## src/rtl/fpu_pkg.sv

```systemverilog
// rtl/fpu_pkg.sv - shared types and constants for the single-precision multiplier
package fpu_pkg;

  localparam int          FP_BIAS    = 127;
  localparam logic [7:0]  FP_EXP_MAX = 8'hFF;
  localparam logic [31:0] FP_QNAN    = 32'h7FC00000;

  typedef struct packed {
    logic        sign;
    logic [7:0]  exp;
    logic [22:0] frac;
  } fp32_t;

  typedef enum logic [2:0] {
    S_IDLE,
    S_UNPACK,
    S_MULT,
    S_NORM,
    S_ROUND,
    S_DONE
  } state_t;

endpackage

```

## src/rtl/fpu_round_norm.sv

```systemverilog
// rtl/fpu_round_norm.sv - normalise a 48-bit mantissa product and round it to nearest-even
module fpu_round_norm
  import fpu_pkg::*;
(
  input  logic [47:0]        prod,
  input  logic signed [9:0]  exp,
  output logic [22:0]        frac,
  output logic [7:0]         exp_out,
  output logic               overflow,
  output logic               underflow
);

  logic [23:0]       mant;
  logic              guard;
  logic              sticky;
  logic              round_up;
  logic [24:0]       sum;
  logic signed [9:0] exp_n;
  logic signed [9:0] exp_r;

  always_comb begin
    if (prod[47]) begin
      mant   = prod[47:24];
      guard  = prod[23];
      sticky = |prod[22:0];
      exp_n  = exp + 10'sd1;
    end else begin
      mant   = prod[46:23];
      guard  = prod[22];
      sticky = |prod[21:0];
      exp_n  = exp;
    end
    round_up = guard & (sticky | mant[0]);
    sum      = {1'b0, mant} + {24'b0, round_up};
    // a rounding carry out of the hidden bit leaves an all-zero fraction
    if (sum[24]) begin
      frac  = sum[23:1];
      exp_r = exp_n + 10'sd1;
    end else begin
      frac  = sum[22:0];
      exp_r = exp_n;
    end
    exp_out   = exp_r[7:0];
    overflow  = (exp_r >= 10'sd255);
    underflow = (exp_r <= 10'sd0);
  end

endmodule

```

## src/rtl/fpu_mul_sequencer.sv

```systemverilog
// rtl/fpu_mul_sequencer.sv - multi-cycle IEEE-754 single multiplier controller (FPU_MUL_SPECIAL_EN adds inf/NaN bypass)
module fpu_mul_sequencer
  import fpu_pkg::*;
#(
  parameter int BITS_PER_CYCLE = 1,
  parameter int BIAS           = FP_BIAS
) (
  input  logic        clk,
  input  logic        rst_n,
  input  logic        in_valid,
  output logic        in_ready,
  input  logic [31:0] a,
  input  logic [31:0] b,
  output logic        out_valid,
  input  logic        out_ready,
  output logic [31:0] result,
  output logic        overflow,
  output logic        underflow,
  output logic        busy
);

  localparam int         ITERS     = 24 / BITS_PER_CYCLE;
  localparam logic [4:0] LAST_ITER = 5'(ITERS - 1);

  state_t            state_q, state_d;
  fp32_t             op_a_q, op_b_q;
  logic              sign_q;
  logic signed [9:0] exp_q;
  logic [47:0]       acc_q, mcand_q, partial;
  logic [23:0]       mplier_q;
  logic [4:0]        iter_q;
  logic [22:0]       nfrac_q;
  logic [7:0]        nexp_q;
  logic              novf_q, nunf_q;
  logic [31:0]       result_q;
  logic              ovf_q, unf_q;

  logic              sign_u;
  logic              bypass;
  logic [31:0]       bypass_res;
  logic [22:0]       rn_frac;
  logic [7:0]        rn_exp;
  logic              rn_ovf, rn_unf;

  assign sign_u = op_a_q.sign ^ op_b_q.sign;

  // zero/subnormal operands flush; the special-value bypass takes priority when enabled
  always_comb begin
    bypass     = (op_a_q.exp == 8'd0) || (op_b_q.exp == 8'd0);
    bypass_res = {sign_u, 31'b0};
`ifdef FPU_MUL_SPECIAL_EN
    if (((op_a_q.exp == FP_EXP_MAX) && (op_a_q.frac != 23'd0)) ||
        ((op_b_q.exp == FP_EXP_MAX) && (op_b_q.frac != 23'd0)) ||
        ((op_a_q.exp == FP_EXP_MAX) && (op_b_q.exp == 8'd0)) ||
        ((op_b_q.exp == FP_EXP_MAX) && (op_a_q.exp == 8'd0))) begin
      bypass     = 1'b1;
      bypass_res = FP_QNAN;
    end else if ((op_a_q.exp == FP_EXP_MAX) || (op_b_q.exp == FP_EXP_MAX)) begin
      bypass     = 1'b1;
      bypass_res = {sign_u, FP_EXP_MAX, 23'b0};
    end
`endif
  end

  always_comb begin
    partial = '0;
    for (int k = 0; k < BITS_PER_CYCLE; k++) begin
      if (mplier_q[k]) partial = partial + (mcand_q << k);
    end
  end

  fpu_round_norm u_round_norm (
    .prod      (acc_q),
    .exp       (exp_q),
    .frac      (rn_frac),
    .exp_out   (rn_exp),
    .overflow  (rn_ovf),
    .underflow (rn_unf)
  );

  always_ff @(posedge clk or negedge rst_n) begin
    if (!rst_n) state_q <= S_IDLE;
    else        state_q <= state_d;
  end

  always_comb begin
    state_d   = state_q;
    in_ready  = 1'b0;
    out_valid = 1'b0;
    busy      = 1'b1;
    case (state_q)
      S_IDLE: begin
        in_ready = 1'b1;
        busy     = 1'b0;
        if (in_valid) state_d = S_UNPACK;
      end
      S_UNPACK: state_d = bypass ? S_DONE : S_MULT;
      S_MULT:   if (iter_q == LAST_ITER) state_d = S_NORM;
      S_NORM:   state_d = S_ROUND;
      S_ROUND:  state_d = S_DONE;
      S_DONE: begin
        out_valid = 1'b1;
        if (out_ready) state_d = S_IDLE;
      end
      default:  state_d = S_IDLE;
    endcase
  end

  always_ff @(posedge clk or negedge rst_n) begin
    if (!rst_n) begin
      op_a_q   <= '0;
      op_b_q   <= '0;
      sign_q   <= 1'b0;
      exp_q    <= '0;
      acc_q    <= '0;
      mcand_q  <= '0;
      mplier_q <= '0;
      iter_q   <= '0;
      nfrac_q  <= '0;
      nexp_q   <= '0;
      novf_q   <= 1'b0;
      nunf_q   <= 1'b0;
      result_q <= '0;
      ovf_q    <= 1'b0;
      unf_q    <= 1'b0;
    end else begin
      case (state_q)
        S_IDLE: if (in_valid) begin
          op_a_q <= a;
          op_b_q <= b;
          ovf_q  <= 1'b0;
          unf_q  <= 1'b0;
        end
        S_UNPACK: begin
          sign_q   <= sign_u;
          exp_q    <= 10'(op_a_q.exp) + 10'(op_b_q.exp) - 10'(BIAS);
          acc_q    <= '0;
          mcand_q  <= {24'b0, 1'b1, op_a_q.frac};
          mplier_q <= {1'b1, op_b_q.frac};
          iter_q   <= '0;
          if (bypass) result_q <= bypass_res;
        end
        S_MULT: begin
          acc_q    <= acc_q + partial;
          mcand_q  <= mcand_q << BITS_PER_CYCLE;
          mplier_q <= mplier_q >> BITS_PER_CYCLE;
          iter_q   <= (iter_q == LAST_ITER) ? 5'd0 : iter_q + 5'd1;
        end
        S_NORM: begin
          nfrac_q <= rn_frac;
          nexp_q  <= rn_exp;
          novf_q  <= rn_ovf;
          nunf_q  <= rn_unf;
        end
        S_ROUND: begin
          ovf_q <= novf_q;
          unf_q <= nunf_q & ~novf_q;
          if (novf_q)      result_q <= {sign_q, FP_EXP_MAX, 23'b0};
          else if (nunf_q) result_q <= {sign_q, 31'b0};
          else             result_q <= {sign_q, nexp_q, nfrac_q};
        end
        default: ;
      endcase
    end
  end

  assign result    = result_q;
  assign overflow  = ovf_q;
  assign underflow = unf_q;

endmodule

```

## config.mk

```make
export PLATFORM = sky130hd
export DESIGN_NAME = fpu_mul_sequencer
export DESIGN_NICKNAME = d
export VERILOG_FILES = /design/src/rtl/fpu_pkg.sv /design/src/rtl/fpu_round_norm.sv /design/src/rtl/fpu_mul_sequencer.sv
export SDC_FILE = /design/constraint.sdc
export NUM_CORES = 1
export LEC_CHECK = 0
export BUFFER_PORTS_ARGS = -buffer_cell sky130_fd_sc_hd__buf_4
export CORE_MARGIN = 3
export CORE_UTILIZATION = 63
export CTS_BUF_LIST = sky130_fd_sc_hd__clkbuf_8
export CTS_CLUSTER_DIAMETER = 50
export DETAILED_ROUTE_END_ITERATION = 16
export PLACE_DENSITY = 0.95
export SLEW_MARGIN = 5
export SYNTH_ARGS = -nofsm -noshare
export SYNTH_HDL_FRONTEND = slang
export SYNTH_SLANG_ARGS = --single-unit
```

## constraint.sdc

```tcl
create_clock -name clk -period 4.25 [get_ports clk]
set_input_delay 0.425 -clock clk [delete_from_list [all_inputs] [get_ports clk]]
set_output_delay 0.425 -clock clk [all_outputs]
set_load 0.01 [all_outputs]
```

After elaboration in Yosys (flattened, before gate mapping):

Index checks and enable logic that the tools add are counted.

* equality and inequality tests: 10
* shifts and indexed selects: 0
* $mul: 0
* muxes and demuxes: 27
* divide/modulo/power cells: 0
* magnitude comparators: 2
* reduce and logical (&&, ||, !) cells: 13
* bitwise gates (word level): 5
* $add $sub $neg: 7

Operators with widths (number)
* $pmux 48 s2: 2
* $pmux 32 s2: 1
* $mux 31: 2
* $add 48x48->48: 1
* $mux 48: 1
* $pmux 24 s2: 1
* $mux 32: 1
* $add 24x1->25: 1
* $mux 24: 1
* $mux 23: 1
* $reduce_or 23->1: 1
* $reduce_or 22->1: 1
* $add 10x2->10 const B: 2
* $mux 10: 2
* $pmux 3 s6: 1
* $logic_not 8->1: 2
* $mux 3: 4
* $ge 10x9->1 const B: 1
* $le 10x1->1 const B: 1
* $pmux 5 s2: 1
* $sub 9x7->10 const B: 1
* $add 8x8->9: 1
* $ne 2x2->1 const B: 4
* $eq 3x2->1 const B: 2
* 16 further kinds: 28

* register bits: 270
* input port bits: 68
* memories kept: 0
* bits in read-only memories: 0
* bits in latches: 0
* output and inout bits: 37
* bits in writable memories: 0

Depth between registers and ports, before layout:

* depth in word-level cells: 7
* depth in mapped cells: 18
* mapped depth without buffers: 13

By module:

A second synthesis with hierarchy kept.

* cell total of the unflattened synthesis: 1647
* area, all modules: 15653.8 µm²

By module, submodules not included
* fpu_mul_sequencer: sequential area each 6756.5 µm², instances 1, cells an instance 1351, area each 13723.2 µm²
* fpu_round_norm: sequential area each 0.0 µm², instances 1, cells an instance 296, area each 1930.6 µm²

Worst setup path before layout:

No wires, ideal clock.

* path type: flip-flop to flip-flop
* start point: register acc_q[47]
* end point: register nunf_q
* arrival: 3.545 ns
* stages on the path, launching flop included: 19
* path slack: 0.576 ns
* library setup time: 0.129 ns
* data required time: 4.121 ns
* period minus slack after synthesis: 3.674 ns
* path through: dfrtp_1 > buf_6 > buf_8 > buf_2 > buf_1 > clkbuf_1 > mux2i_1 > nor2_1 > ha_1 > nand2_1 > a2111oi_4 > nand4_2 > or2_1 > buf_6 > o31a_1 > a21oi_1 > o21ai_1 > a31oi_1 > a21oi_1

* cells in the longest elaborated chain, start to end: 6

Ends and longest elaborated chain
* from (decl): RTL line fpu_mul_sequencer.sv:29 `logic [47:0] acc_q, mcand_q, partial;`
* from (signal assigned): RTL line fpu_mul_sequencer.sv:144 `acc_q <= acc_q + partial;`
* $mux 1 or $mux 24 (tied branches): RTL line fpu_round_norm.sv:22 `if (prod[47]) begin`
* $or 1x1->1: RTL line fpu_round_norm.sv:33 `round_up = guard & (sticky | mant[0]);`
* $and 1x1->1: RTL line fpu_round_norm.sv:33
* $add 24x1->25: RTL line fpu_round_norm.sv:34 `sum = {1'b0, mant} + {24'b0, round_up};`
* $mux 10 *: RTL line fpu_round_norm.sv:36 `if (sum[24]) begin`
* $le 10x1->1 *: RTL line fpu_round_norm.sv:45 `underflow = (exp_r <= 10'sd0);`
* to (signal assigned): RTL line fpu_mul_sequencer.sv:153 `nunf_q <= rn_unf;`
* to (decl): RTL line fpu_mul_sequencer.sv:34 `logic novf_q, nunf_q;`

Every way passes the cells marked *; elsewhere a longest branch is shown, timed or not.
A chain may end at the register's enable or synchronous reset.

Worst setup path after layout:

* start point: register mplier_q[0]
* end point: register acc_q[45]

* cells in the longest elaborated chain, start to end: 3

Ends and longest elaborated chain
* from (decl): RTL line fpu_mul_sequencer.sv:30 `logic [23:0] mplier_q;`
* from (signal assigned): RTL line fpu_mul_sequencer.sv:139 `mplier_q <= {1'b1, op_b_q.frac};`
* from (signal assigned): RTL line fpu_mul_sequencer.sv:146 `mplier_q <= mplier_q >> BITS_PER_CYCLE;`
* $mux 48: RTL line fpu_mul_sequencer.sv:68 `if (mplier_q[k]) partial = partial + (mcand_q << k);`
* $add 48x48->48: RTL line fpu_mul_sequencer.sv:144
* $pmux 48 s2: RTL line fpu_mul_sequencer.sv:127 `case (state_q)`

Every way passes these cells.

==> metrics.csv <==
stage;metric;value;unit
power;p_leak;7.70;nW
logic_synthesis;synth-seq-cells;270;
clock_network;ctsHtreeMaxLevel;2;
layout;drive_gt1_share;16.0;%
placed_design;gp_congestion;0.978;
placed_design;dpl-instance-area;0.0162;mm^2
logic_synthesis;synthesis.nets;1743;
clock_network;clock-root-buffer;clkbuf_8;
timing;fin_ws;0.611;ns
global_route;antenna_found_initial;0;
timing;fin_crit_sh;85.6;%
die;dieHeight;161;um
timing;worst_pin_slew;0.855;ns
timing;finalHoldViolCount;0;
logic_synthesis;ys_types;75;
clock_network;clockBufferDepth;3;
timing;fin_crit;3.64;ns
worst_setup_path;cp_max_fo;20;
routing;wirelength;35400;um
routing;viasPerCell;6.14;
min_path;hold_class;in -> reg;
power;p_total;11.5;mW
placed_design;numPortBuffers;104;
layout;design_area;0.0171;mm^2
global_route;grt_pass1_vias;12200;
routing;antenna_left;0;
routing;drc;0;
logic_synthesis;synth_compound_area_share;18.7;%
timing;relSlewSlack;43.0;%
logic_synthesis;synth-simple-area-share;16.6;%
timing;max_freq;0.275;GHz
logic_synthesis;ys.flop_type;dfrtp_1;
run_status;status;completed;
logic_synthesis;syn-instance-count;1607;
die;core;0.0236;mm^2
global_route;grt_max_degree;115;
global_route;grt_pass1_wl;59000;um
timing;fin_skew;0.0252;ns
clock_network;cts_tree;done;
layout;syn_to_final_growth;12.5;%
die;die_x;161;um
routing;first_iter_violations;971;
clock_network;clk_latency;0.56;ns
logic_synthesis;synth_top_family_by_area;compound AO/OA/AOI/OAI gates;
flow_run;max_cap_violations;0;
logic_synthesis;synth.area.mux_share;5.77;%
global_route;grt-ovfl-total;0;
clock_network;ctsResizeCount;0;
global_route;groute.usage.overall;27.0;%
die;num_rows;56;
clock_network;cts_num_sinks;270;
clock_network;post_cts_buffers;0;
logic_synthesis;synth_warnings;0;
worst_setup_path;worstSetupPathType;reg -> reg;
logic_synthesis;synthAdderAreaFrac;5.68;%
worst_setup_path;worst_ep_required_time;4.68;ns
logic_synthesis;avgSynthCellArea;9.48;um^2
clock_network;numCtsBuffers;45;
power;p_per_area;670;mW/mm^2
logic_synthesis;synth_top_area_cell;dfrtp_1;
layout;diodes;0;
timing;setup_viol;0;
logic_synthesis;synth_edf_count;0;
power;ir_worst_vdd;0.520;mV
die;ioPinCount;105;
routing;vias;12500;
timing;rsz0062_at_grt;no;
timing;setup_tns;0;ns
logic_synthesis;synth.top_cells.by_area;dfrtp_1, nand2_1, ha_1, mux2_2, o21ai_0;
layout;fillCellCount;1611;
clock_network;clk_pin_slew;0.06;ns
die;start_util;64.5;%
placed_design;dp_hpwl;25600;um
logic_synthesis;synthArstFlopShare;100;%
logic_synthesis;yosys.area.top_type_share;44.4;%
layout;final_nets;1820;
routing;dr.pass1.iters;5;
worst_setup_path;end_kind;flop;
die;die_area;0.0261;mm^2
logic_synthesis;synth_xor_area_share;5.46;%
worst_setup_path;crit_arrival;4.07;ns
logic_synthesis;syn_area;0.0152;mm^2
placed_design;preCtsSetupSlack;0.743;ns
timing;slew_viol_final;0;
routing;wire_per_inst;17.4;um
worst_setup_path;cp-start-kind;flop;
logic_synthesis;synth_seq_area_share;44.4;%
[Yosys cell counts, types with 4 or more instances]
library cell,n
buf_2,9
a221oi_1,4
o2111ai_1,4
nor2b_1,5
clkbuf_1,82
a211oi_1,9
a21o_1,17
dfrtp_1,270
o31ai_1,9
o22ai_1,5
and3_1,9
nand2_1,256
a21boi_0,4
nand4_1,19
a31oi_1,56
nor3_1,15
ha_1,66
buf_1,4
nand2b_1,10
nor2_1,98
nor4_1,17
a221o_1,9
o21bai_1,15
o21a_1,7
nor3b_1,4
o21ai_0,109
a31o_2,4
xor2_1,41
mux2i_1,18
o211ai_1,5
inv_1,31
o22a_1,12
a22o_1,57
nand3_1,32
or3_1,7
o21ai_1,4
and2_1,53
mux2_2,62
a21oi_1,60
xnor2_1,54
[metal layers]
layer  GRT usage, %  part of all wire (%)
met5              0                     0
met4           9.19                   2.5
met3           3.62                   5.6
met2           44.7                    48
met1           36.9                    44
[layout by cell type (no fill, tap or decap), types with 48 or more instances in the layout]
master | synthesis | final
mux2_2 | 62 | 62
inv_1 | 31 | 48
dfrtp_1 | 270 | 269
ha_1 | 66 | 66
a22o_1 | 57 | 57
xnor2_1 | 54 | 54
nand2_1 | 256 | 256
a21oi_1 | 60 | 60
buf_4 | 0 | 125
clkbuf_8 | 0 | 51
nor2_1 | 98 | 97
o21ai_0 | 109 | 109
a31oi_1 | 56 | 56
and2_1 | 53 | 52
[sequential cells by signal, summed over array words and instances, names as in the netlist]
signal / count
op_b_q: 32
underflow: 1
nfrac_q: 23
exp_q: 10
novf_q: 1
sign_q: 1
mcand_q: 48
nunf_q: 1
iter_q: 5
acc_q: 48
state_q: 3
mplier_q: 24
overflow: 1
result: 32
nexp_q: 8
op_a_q: 32
[path summary, 6_finish.rpt]
| path | start | endpoint | slack, ns | depth (start not counted) |
|---|---|---|---|---|
| max | mplier_q[0]$_DFFE_PN0P_ | acc_q[45]$_DFFE_PN0P_ | 0.61 | 12 |
| min | a[30] | op_a_q[30]$_DFFE_PN0P_ | 0.07 | 3 |
| max reg2reg | mplier_q[0]$_DFFE_PN0P_ | acc_q[45]$_DFFE_PN0P_ | 0.61 | 12 |
| min reg2reg | nexp_q[1]$_DFFE_PN0N_ | nexp_q[1]$_DFFE_PN0N_ | 0.48 | 2 |
| max in group asynchronous | rst_n | mcand_q[23]$_DFFE_PN0P_ | 2.74 | 3 |
| min in group asynchronous | rst_n | op_b_q[13]$_DFFE_PN0P_ | 0.51 | 2 |
[final cells by class]
| cell class | instances | area, um^2 | area share, % |
|---|---|---|---|
| tap | 319 | 399 | 2.33 |
| timing repair buffer | 128 | 983 | 5.74 |
| clock inverter | 28 | 186 | 1.09 |
| inverter | 31 | 116 | 0.679 |
| multi-input combinational | 1208 | 7990 | 46.6 |
| sequential | 270 | 6760 | 39.4 |
| clock buffer | 51 | 702 | 4.10 |
[kinds of logic after synthesis]
kind of cell,Yosys count
mux,80
fa+ha+maj,68
flops,270
buf+inv,129
simple gates,544
compound gates,421
xor+xnor,95
[critical path, cell delays in order (launching register included)]
cell       delay (ns)
dfrtp_1          0.40
buf_4            0.21
and2_1           0.16
ha_1             0.34
a21o_1           0.22
a221oi_1         0.43
a21boi_1         0.27
o21ai_2          0.14
a211o_1          0.43
nand4b_1         0.21
a2111oi_1        0.12
or3_1            0.33
a32o_1           0.25
[stage by stage]
stage | utilization [%] | hold slack, ns | std cells
final | 72.6 | 0.0746 | 2035
after floorplan | - | 0.129 | 1607
after global routing | 72.6 | 0.0695 | 2035
after CTS | 72.5 | 0.0494 | 2035
after global placement | 68.7 | 0.458 | 1955
after detailed placement | 68.7 | 0.473 | 1955
[power breakdown]
part	internal, mW	total [mW]	switching (mW)
combinational	2.09	4.91	2.82
sequential	3.58	4.33	0.754
clock	1.22	2.25	1.02
total	6.89	11.5	4.59
[timing repair]
item / 4_1_cts / 5_1_grt
setup endpoints to repair: 0 / 0
hold buffers: 1 / 0
hold endpoints to repair: 83 / 0
Note: power is estimated with default switching activity, not from simulation.
